--- src/rtl/lsu_pkg.sv ---
// rtl/lsu_pkg.sv - shared constants, state type and access checks for the load/store unit
package lsu_pkg;

   localparam logic [2:0] LS_B  = 3'b000;
   localparam logic [2:0] LS_H  = 3'b001;
   localparam logic [2:0] LS_W  = 3'b010;
   localparam logic [2:0] LS_BU = 3'b100;
   localparam logic [2:0] LS_HU = 3'b101;

   typedef enum logic [1:0] {
      IDLE = 2'd0,
      REQ  = 2'd1,
      DONE = 2'd2
   } lsu_state_t;

   function automatic logic f3_illegal(input logic is_store, input logic [2:0] f3);
      logic ill;
      if (is_store) begin
         ill = !(f3 == LS_B || f3 == LS_H || f3 == LS_W);
      end else begin
         ill = !(f3 == LS_B || f3 == LS_H || f3 == LS_W || f3 == LS_BU || f3 == LS_HU);
      end
      return ill;
   endfunction

   // Width comes from funct3[1:0]; the unsigned variants share the signed ones' alignment rule.
   function automatic logic f3_misaligned(input logic [2:0] f3, input logic [1:0] byte_off);
      logic mis;
      case (f3[1:0])
         2'b01:   mis = byte_off[0];
         2'b10:   mis = (byte_off != 2'b00);
         default: mis = 1'b0;
      endcase
      return mis;
   endfunction

endpackage

--- src/rtl/lsu_data_align.sv ---
// rtl/lsu_data_align.sv - combinational byte-lane steering for stores and extraction/extension for loads
module lsu_data_align
   import lsu_pkg::*;
(
   input  logic [2:0]  funct3,
   input  logic [1:0]  byte_off,
   input  logic [31:0] store_data,
   input  logic [31:0] rdata,
   output logic [3:0]  wmask,
   output logic [31:0] wdata,
   output logic [31:0] load_data
);

   logic [31:0] shifted;

   always_comb begin
      wmask     = 4'b0000;
      wdata     = 32'h0;
      load_data = 32'h0;
      shifted   = rdata >> {byte_off, 3'b000};

      case (funct3[1:0])
         2'b00: begin
            wmask = 4'b0001 << byte_off;
            wdata = {4{store_data[7:0]}};
         end
         2'b01: begin
            wmask = byte_off[1] ? 4'b1100 : 4'b0011;
            wdata = {2{store_data[15:0]}};
         end
         2'b10: begin
            wmask = 4'b1111;
            wdata = store_data;
         end
         default: ;
      endcase

      case (funct3)
         LS_B:    load_data = {{24{shifted[7]}}, shifted[7:0]};
         LS_H:    load_data = {{16{shifted[15]}}, shifted[15:0]};
         LS_W:    load_data = shifted;
         LS_BU:   load_data = {24'h0, shifted[7:0]};
         LS_HU:   load_data = {16'h0, shifted[15:0]};
         default: load_data = 32'h0;
      endcase
   end

endmodule

--- src/rtl/load_store_unit.sv ---
// rtl/load_store_unit.sv - memory stage: one load or store per start over a req/ready handshake
module load_store_unit
   import lsu_pkg::*;
#(
   parameter int XLEN = 32
) (
   input  logic            clk,
   input  logic            rst,
   input  logic            start,
   input  logic            is_store,
   input  logic [2:0]      funct3,
   input  logic [XLEN-1:0] addr,
   input  logic [XLEN-1:0] store_data,
   output logic            mem_req,
   output logic            mem_we,
   output logic [XLEN-1:0] mem_addr,
   output logic [3:0]      mem_wmask,
   output logic [XLEN-1:0] mem_wdata,
   input  logic [XLEN-1:0] mem_rdata,
   input  logic            mem_ready,
   output logic            busy,
   output logic            done,
   output logic [XLEN-1:0] load_data,
   output logic            misaligned,
   output logic            illegal
);

   lsu_state_t      state_q, state_d;
   logic            is_store_q, is_store_d;
   logic [2:0]      funct3_q, funct3_d;
   logic [XLEN-1:0] addr_q, addr_d;
   logic [XLEN-1:0] store_data_q, store_data_d;
   logic [XLEN-1:0] load_data_q, load_data_d;
   logic            misaligned_q, misaligned_d;
   logic            illegal_q, illegal_d;

   logic            start_ill;
   logic            start_mis;
   logic [3:0]      al_wmask;
   logic [XLEN-1:0] al_wdata;
   logic [XLEN-1:0] al_load;
   logic            in_req;
   logic            in_done;

   lsu_data_align u_align (
      .funct3     (funct3_q),
      .byte_off   (addr_q[1:0]),
      .store_data (store_data_q),
      .rdata      (mem_rdata),
      .wmask      (al_wmask),
      .wdata      (al_wdata),
      .load_data  (al_load)
   );

   always_comb begin
      state_d      = state_q;
      is_store_d   = is_store_q;
      funct3_d     = funct3_q;
      addr_d       = addr_q;
      store_data_d = store_data_q;
      load_data_d  = load_data_q;
      misaligned_d = misaligned_q;
      illegal_d    = illegal_q;

      // Illegal width masks misalignment so only one flag reports per access.
      start_ill = f3_illegal(is_store, funct3);
      start_mis = !start_ill && f3_misaligned(funct3, addr[1:0]);

      case (state_q)
         IDLE: begin
            if (start) begin
               is_store_d   = is_store;
               funct3_d     = funct3;
               addr_d       = addr;
               store_data_d = store_data;
               load_data_d  = '0;
               illegal_d    = start_ill;
               misaligned_d = start_mis;
               state_d      = (start_ill || start_mis) ? DONE : REQ;
            end
         end
         REQ: begin
            if (mem_ready) begin
               if (!is_store_q) begin
                  load_data_d = al_load;
               end
               state_d = DONE;
            end
         end
         DONE: begin
            load_data_d  = '0;
            misaligned_d = 1'b0;
            illegal_d    = 1'b0;
            state_d      = IDLE;
         end
         default: state_d = IDLE;
      endcase
   end

   always_ff @(posedge clk) begin
      if (rst) begin
         state_q      <= IDLE;
         is_store_q   <= 1'b0;
         funct3_q     <= 3'b000;
         addr_q       <= '0;
         store_data_q <= '0;
         load_data_q  <= '0;
         misaligned_q <= 1'b0;
         illegal_q    <= 1'b0;
      end else begin
         state_q      <= state_d;
         is_store_q   <= is_store_d;
         funct3_q     <= funct3_d;
         addr_q       <= addr_d;
         store_data_q <= store_data_d;
         load_data_q  <= load_data_d;
         misaligned_q <= misaligned_d;
         illegal_q    <= illegal_d;
      end
   end

   assign in_req  = (state_q == REQ);
   assign in_done = (state_q == DONE);

   // Bus outputs are forced to zero outside REQ so idle cycles never show stale addresses.
   assign mem_req    = in_req;
   assign mem_we     = in_req && is_store_q;
   assign mem_addr   = in_req ? {addr_q[XLEN-1:2], 2'b00} : '0;
   assign mem_wmask  = (in_req && is_store_q) ? al_wmask : 4'b0000;
   assign mem_wdata  = (in_req && is_store_q) ? al_wdata : '0;
   assign busy       = (state_q != IDLE);
   assign done       = in_done;
   assign load_data  = in_done ? load_data_q : '0;
   assign misaligned = in_done && misaligned_q;
   assign illegal    = in_done && illegal_q;

endmodule
--- config.mk ---
export PLATFORM = sky130hd
export DESIGN_NAME = load_store_unit
export DESIGN_NICKNAME = d
export VERILOG_FILES = /design/src/rtl/lsu_pkg.sv /design/src/rtl/lsu_data_align.sv /design/src/rtl/load_store_unit.sv
export SDC_FILE = /design/constraint.sdc
export NUM_CORES = 1
export LEC_CHECK = 0
export BUFFER_PORTS_ARGS = -buffer_cell sky130_fd_sc_hd__buf_2
export CAP_MARGIN = 15
export CORE_MARGIN = 2
export CORE_UTILIZATION = 51
export CTS_BUF_LIST = sky130_fd_sc_hd__clkbuf_4
export CTS_CLUSTER_SIZE = 25
export DETAILED_ROUTE_END_ITERATION = 10
export PLACE_DENSITY = 0.83
export SYNTH_ARGS = -nofsm -noshare
export SYNTH_HDL_FRONTEND = slang
export SYNTH_SLANG_ARGS = --single-unit
--- constraint.sdc ---
create_clock -name clk -period 1.8 [get_ports clk]
set_input_delay 0.27 -clock clk [delete_from_list [all_inputs] [get_ports clk]]
set_output_delay 0.27 -clock clk [all_outputs]
set_load 0.01 [all_outputs]
==> results.sh <==
export IMPL_nNetsFinal=1007
export IMPL_worstSkewPairLatency_ns=0.46
export IMPL_setup_viol=98
export IMPL_synth_cell_type_count=44
export IMPL_min_period_ns=1.971
export IMPL_area_delta_synth_final_pct=30.71
export IMPL_hold_path_class="primary input to register"
export IMPL_required_ns=1.53
export IMPL_cts_reportedPaths_clkPinSlew_ns=0.17
export IMPL_end_kind="output port"
export IMPL_layout_drive_gt1_share_pct=33.52
export IMPL_die_y_um=106.0
export IMPL_io_pins=210
export IMPL_layout_common_cells="buf_2, nand2_1, dfxtp_1"
export IMPL_drv_cap=0
export IMPL_first_global_vias=5191
export IMPL_core_sq_um=10230
export IMPL_peakVddDrop_mv=0.3858
export IMPL_die_area_sq_um=11230
export IMPL_synthFlopType="dfxtp_1"
export IMPL_power_density_nw_per_um2=663.1
export IMPL_ctsRootBufferMaster="clkbuf_4"
export IMPL_rsz0062_at_grt="true"
export IMPL_syn_cell_area_sq_um=5305
export IMPL_startpoint_type="register"
export IMPL_synthCells=704
export IMPL_clock_skew_ns=0.01781
export IMPL_antenna_cells=0
export IMPL_reg2regPathDepth=6
export IMPL_rows=37
export IMPL_antenna_found_initial=0
export IMPL_drtPass1Iterations=5
export IMPL_viasPerCell=5.464
export IMPL_worstPathArrival_ns=1.70
export IMPL_syn_avg_cell_area_sq_um=7.536
export IMPL_vias=5683
export IMPL_violations="setup timing"
export IMPL_routedWlPerCell_um=15.40
export IMPL_start_util_pct=51.85
export IMPL_cts_inserted_buffers=9
export IMPL_final_antenna_net_count=0
export IMPL_grt_first_pass_wirelength_um=24840
export IMPL_fmax_mhz=507.3
export IMPL_cts_tree="built"
export IMPL_worst_slew_pin_slew_ns=0.6719
export IMPL_ys_ff_latch=104
export IMPL_holdPathStages=3
export IMPL_maxSlewHeadroom_pct=55.21
export IMPL_htreeDepth=3
export IMPL_n_fill_cell=927
export IMPL_grt_max_degree=72
export IMPL_synth_top_cell_area_share_pct=39.25
export IMPL_p_sw_mw=1.464
export IMPL_post_route_drc_count=0
export IMPL_die_x_um=106.0
export IMPL_layout_commonest_cell="buf_2"
export IMPL_synth_area_top_cells="dfxtp_1, nand2_1, a21oi_1"
export IMPL_grt_overflow=0
export IMPL_synth_edf_count=0
export IMPL_hpwl_um=10760
export IMPL_pwr_share_seq_pct=54.7
export IMPL_drv_slew=0
export IMPL_yosysTopAreaCell="dfxtp_1"
export IMPL_power_share_clock_pct=23.7
export IMPL_routabilityCongestion=0.8994
export IMPL_whs_ns=0.02322
export IMPL_total_power_mw=4.598
export IMPL_p_leak_nw=3.202
export IMPL_path_class="register to output port"
export IMPL_hold_violations=0
export IMPL_synthArstFlopShare_pct=0
export IMPL_cts_sinks=104
export IMPL_switching_share_pct=31.84
export IMPL_path_max_fanout=8
export IMPL_setup_slack_ns=-0.1712
export IMPL_min_period_over_period_pct=109.5
export IMPL_p_int_mw=3.134
export IMPL_grt_util_all_layers_pct=27.20
export IMPL_ys_seq_area_share_pct=39.25
export IMPL_drt_iter0_drc=440
export IMPL_wl_um=16020
export IMPL_port_buffers=207
export IMPL_ys_warnings_count=0
export IMPL_pwr_share_comb_pct=21.6
export IMPL_clk_path_buf_depth=2
export IMPL_status="finished with violations"
power by group through the flow:
stage	clock network (mW)	logic [mW]	registers (mW)
4_1_cts	1.11	0.936	2.51
2_1_floorplan	0	0.583	2.52
3_3_place_gp	0	0.878	2.55
5_1_grt	1.20	1.09	2.53
3_5_place_dp	0	0.889	2.55
6_report	1.09	0.994	2.51
registers in the layout, indices dropped and copies added (netlist names):
register / count
store_data_q: 32
misaligned_q: 1
load_data_q: 32
is_store_q: 1
state_q: 2
funct3_q: 3
addr_q: 32
illegal_q: 1
layer usage:
metal / up-vias / global-route usage [%] / part of all wire [%]
li1: 2750 / - / -
met1: 2628 / 35.09 / 42
met2: 269 / 43.92 / 47
met3: 36 / 6.683 / 9.1
met4: 0 / 10.62 / 2.2
met5: - / 0 / 0
worst max-delay path, cell delays in order, from the launching register on:
cell and delay [ns]:
dfxtp_4 0.40, nor2b_4 0.13, or2_4 0.32, a22oi_2 0.19, nor2_1 0.06, buf_2 0.14
Yosys cell counts (2+ instances only):
cell       count
nand2_1      170
dfxtp_1      104
a21oi_1      102
and2_1        81
nor2_1        47
clkbuf_1      37
nor2b_1       19
a22oi_1       15
buf_2         12
mux2i_1       11
o21ai_0       10
a221o_1        8
a311oi_1       8
inv_1          8
mux2_2         8
a211o_1        7
a32oi_1        7
a2bb2oi_1      6
buf_4          5
buf_1          4
nand2b_1       4
ha_1           3
nand3_1        3
a21o_1         2
nand3b_1       2
nor3_2         2
o21a_1         2
cells by family (layout without fill, tap and decap cells):
group                    count (synthesis)  in the layout  share of synthesized area [%]
adder cells (fa/ha/maj)                  3              3                         0.7076
AO/OA/AOI/OAI                          173            173                          20.40
multiplexers                            20             20                          4.269
buffers and inverters                   67            266                          5.519
AND/OR/NAND/NOR                        336            336                          29.79
flip-flops                             104            104                          39.25
other                                    1              2                        0.07069
metrics by stage:
step                utilization [%]  cells  setup slack (ns)  instance area (sq um)  TNS (ns)
finish                        67.78   1040           -0.1712                   6934    -7.738
floorplan                         -    705            0.1221                   5309         0
global placement              63.40   1011          0.007118                   6486         0
detailed placement            63.40   1011          -0.05839                   6486   -0.5216
global route                  67.78   1040           -0.2616                   6934    -18.20
CTS                           66.21   1033           -0.1590                   6774    -8.172
path summary, 6_finish.rpt:
kind                     from         endpoint  slack, ns
setup / recovery  funct3_q[0]    mem_wdata[11]      -0.17
hold / removal       addr[15]       addr_q[15]       0.02
hold reg to reg    addr_q[30]       addr_q[30]       0.46
setup reg to reg  funct3_q[0]  load_data_q[18]       0.03
what timing repair did:
action / in CTS / in global routing
cloned: 1 / 2
hold buffers: 2 / 3
hold endpoints to repair: 2 / 3
setup buffers: 4 / 2
pin swaps: 12 / 6
resized for setup: 32 / 18
setup endpoints to repair: 116 / 117
layout make-up:
cell class | count | area [sq um] | area share, %
repair buffers | 243 | 1444 | 20.82
clock buffers | 9 | 67.56 | 0.9744
well taps | 136 | 170.2 | 2.454
flip-flops and latches | 104 | 2092 | 30.17
multi-input cells | 534 | 3083 | 44.46
inverters | 8 | 32.53 | 0.4691
clock inverters | 6 | 45.04 | 0.6496
Note: power is estimated with default switching activity, not from simulation.
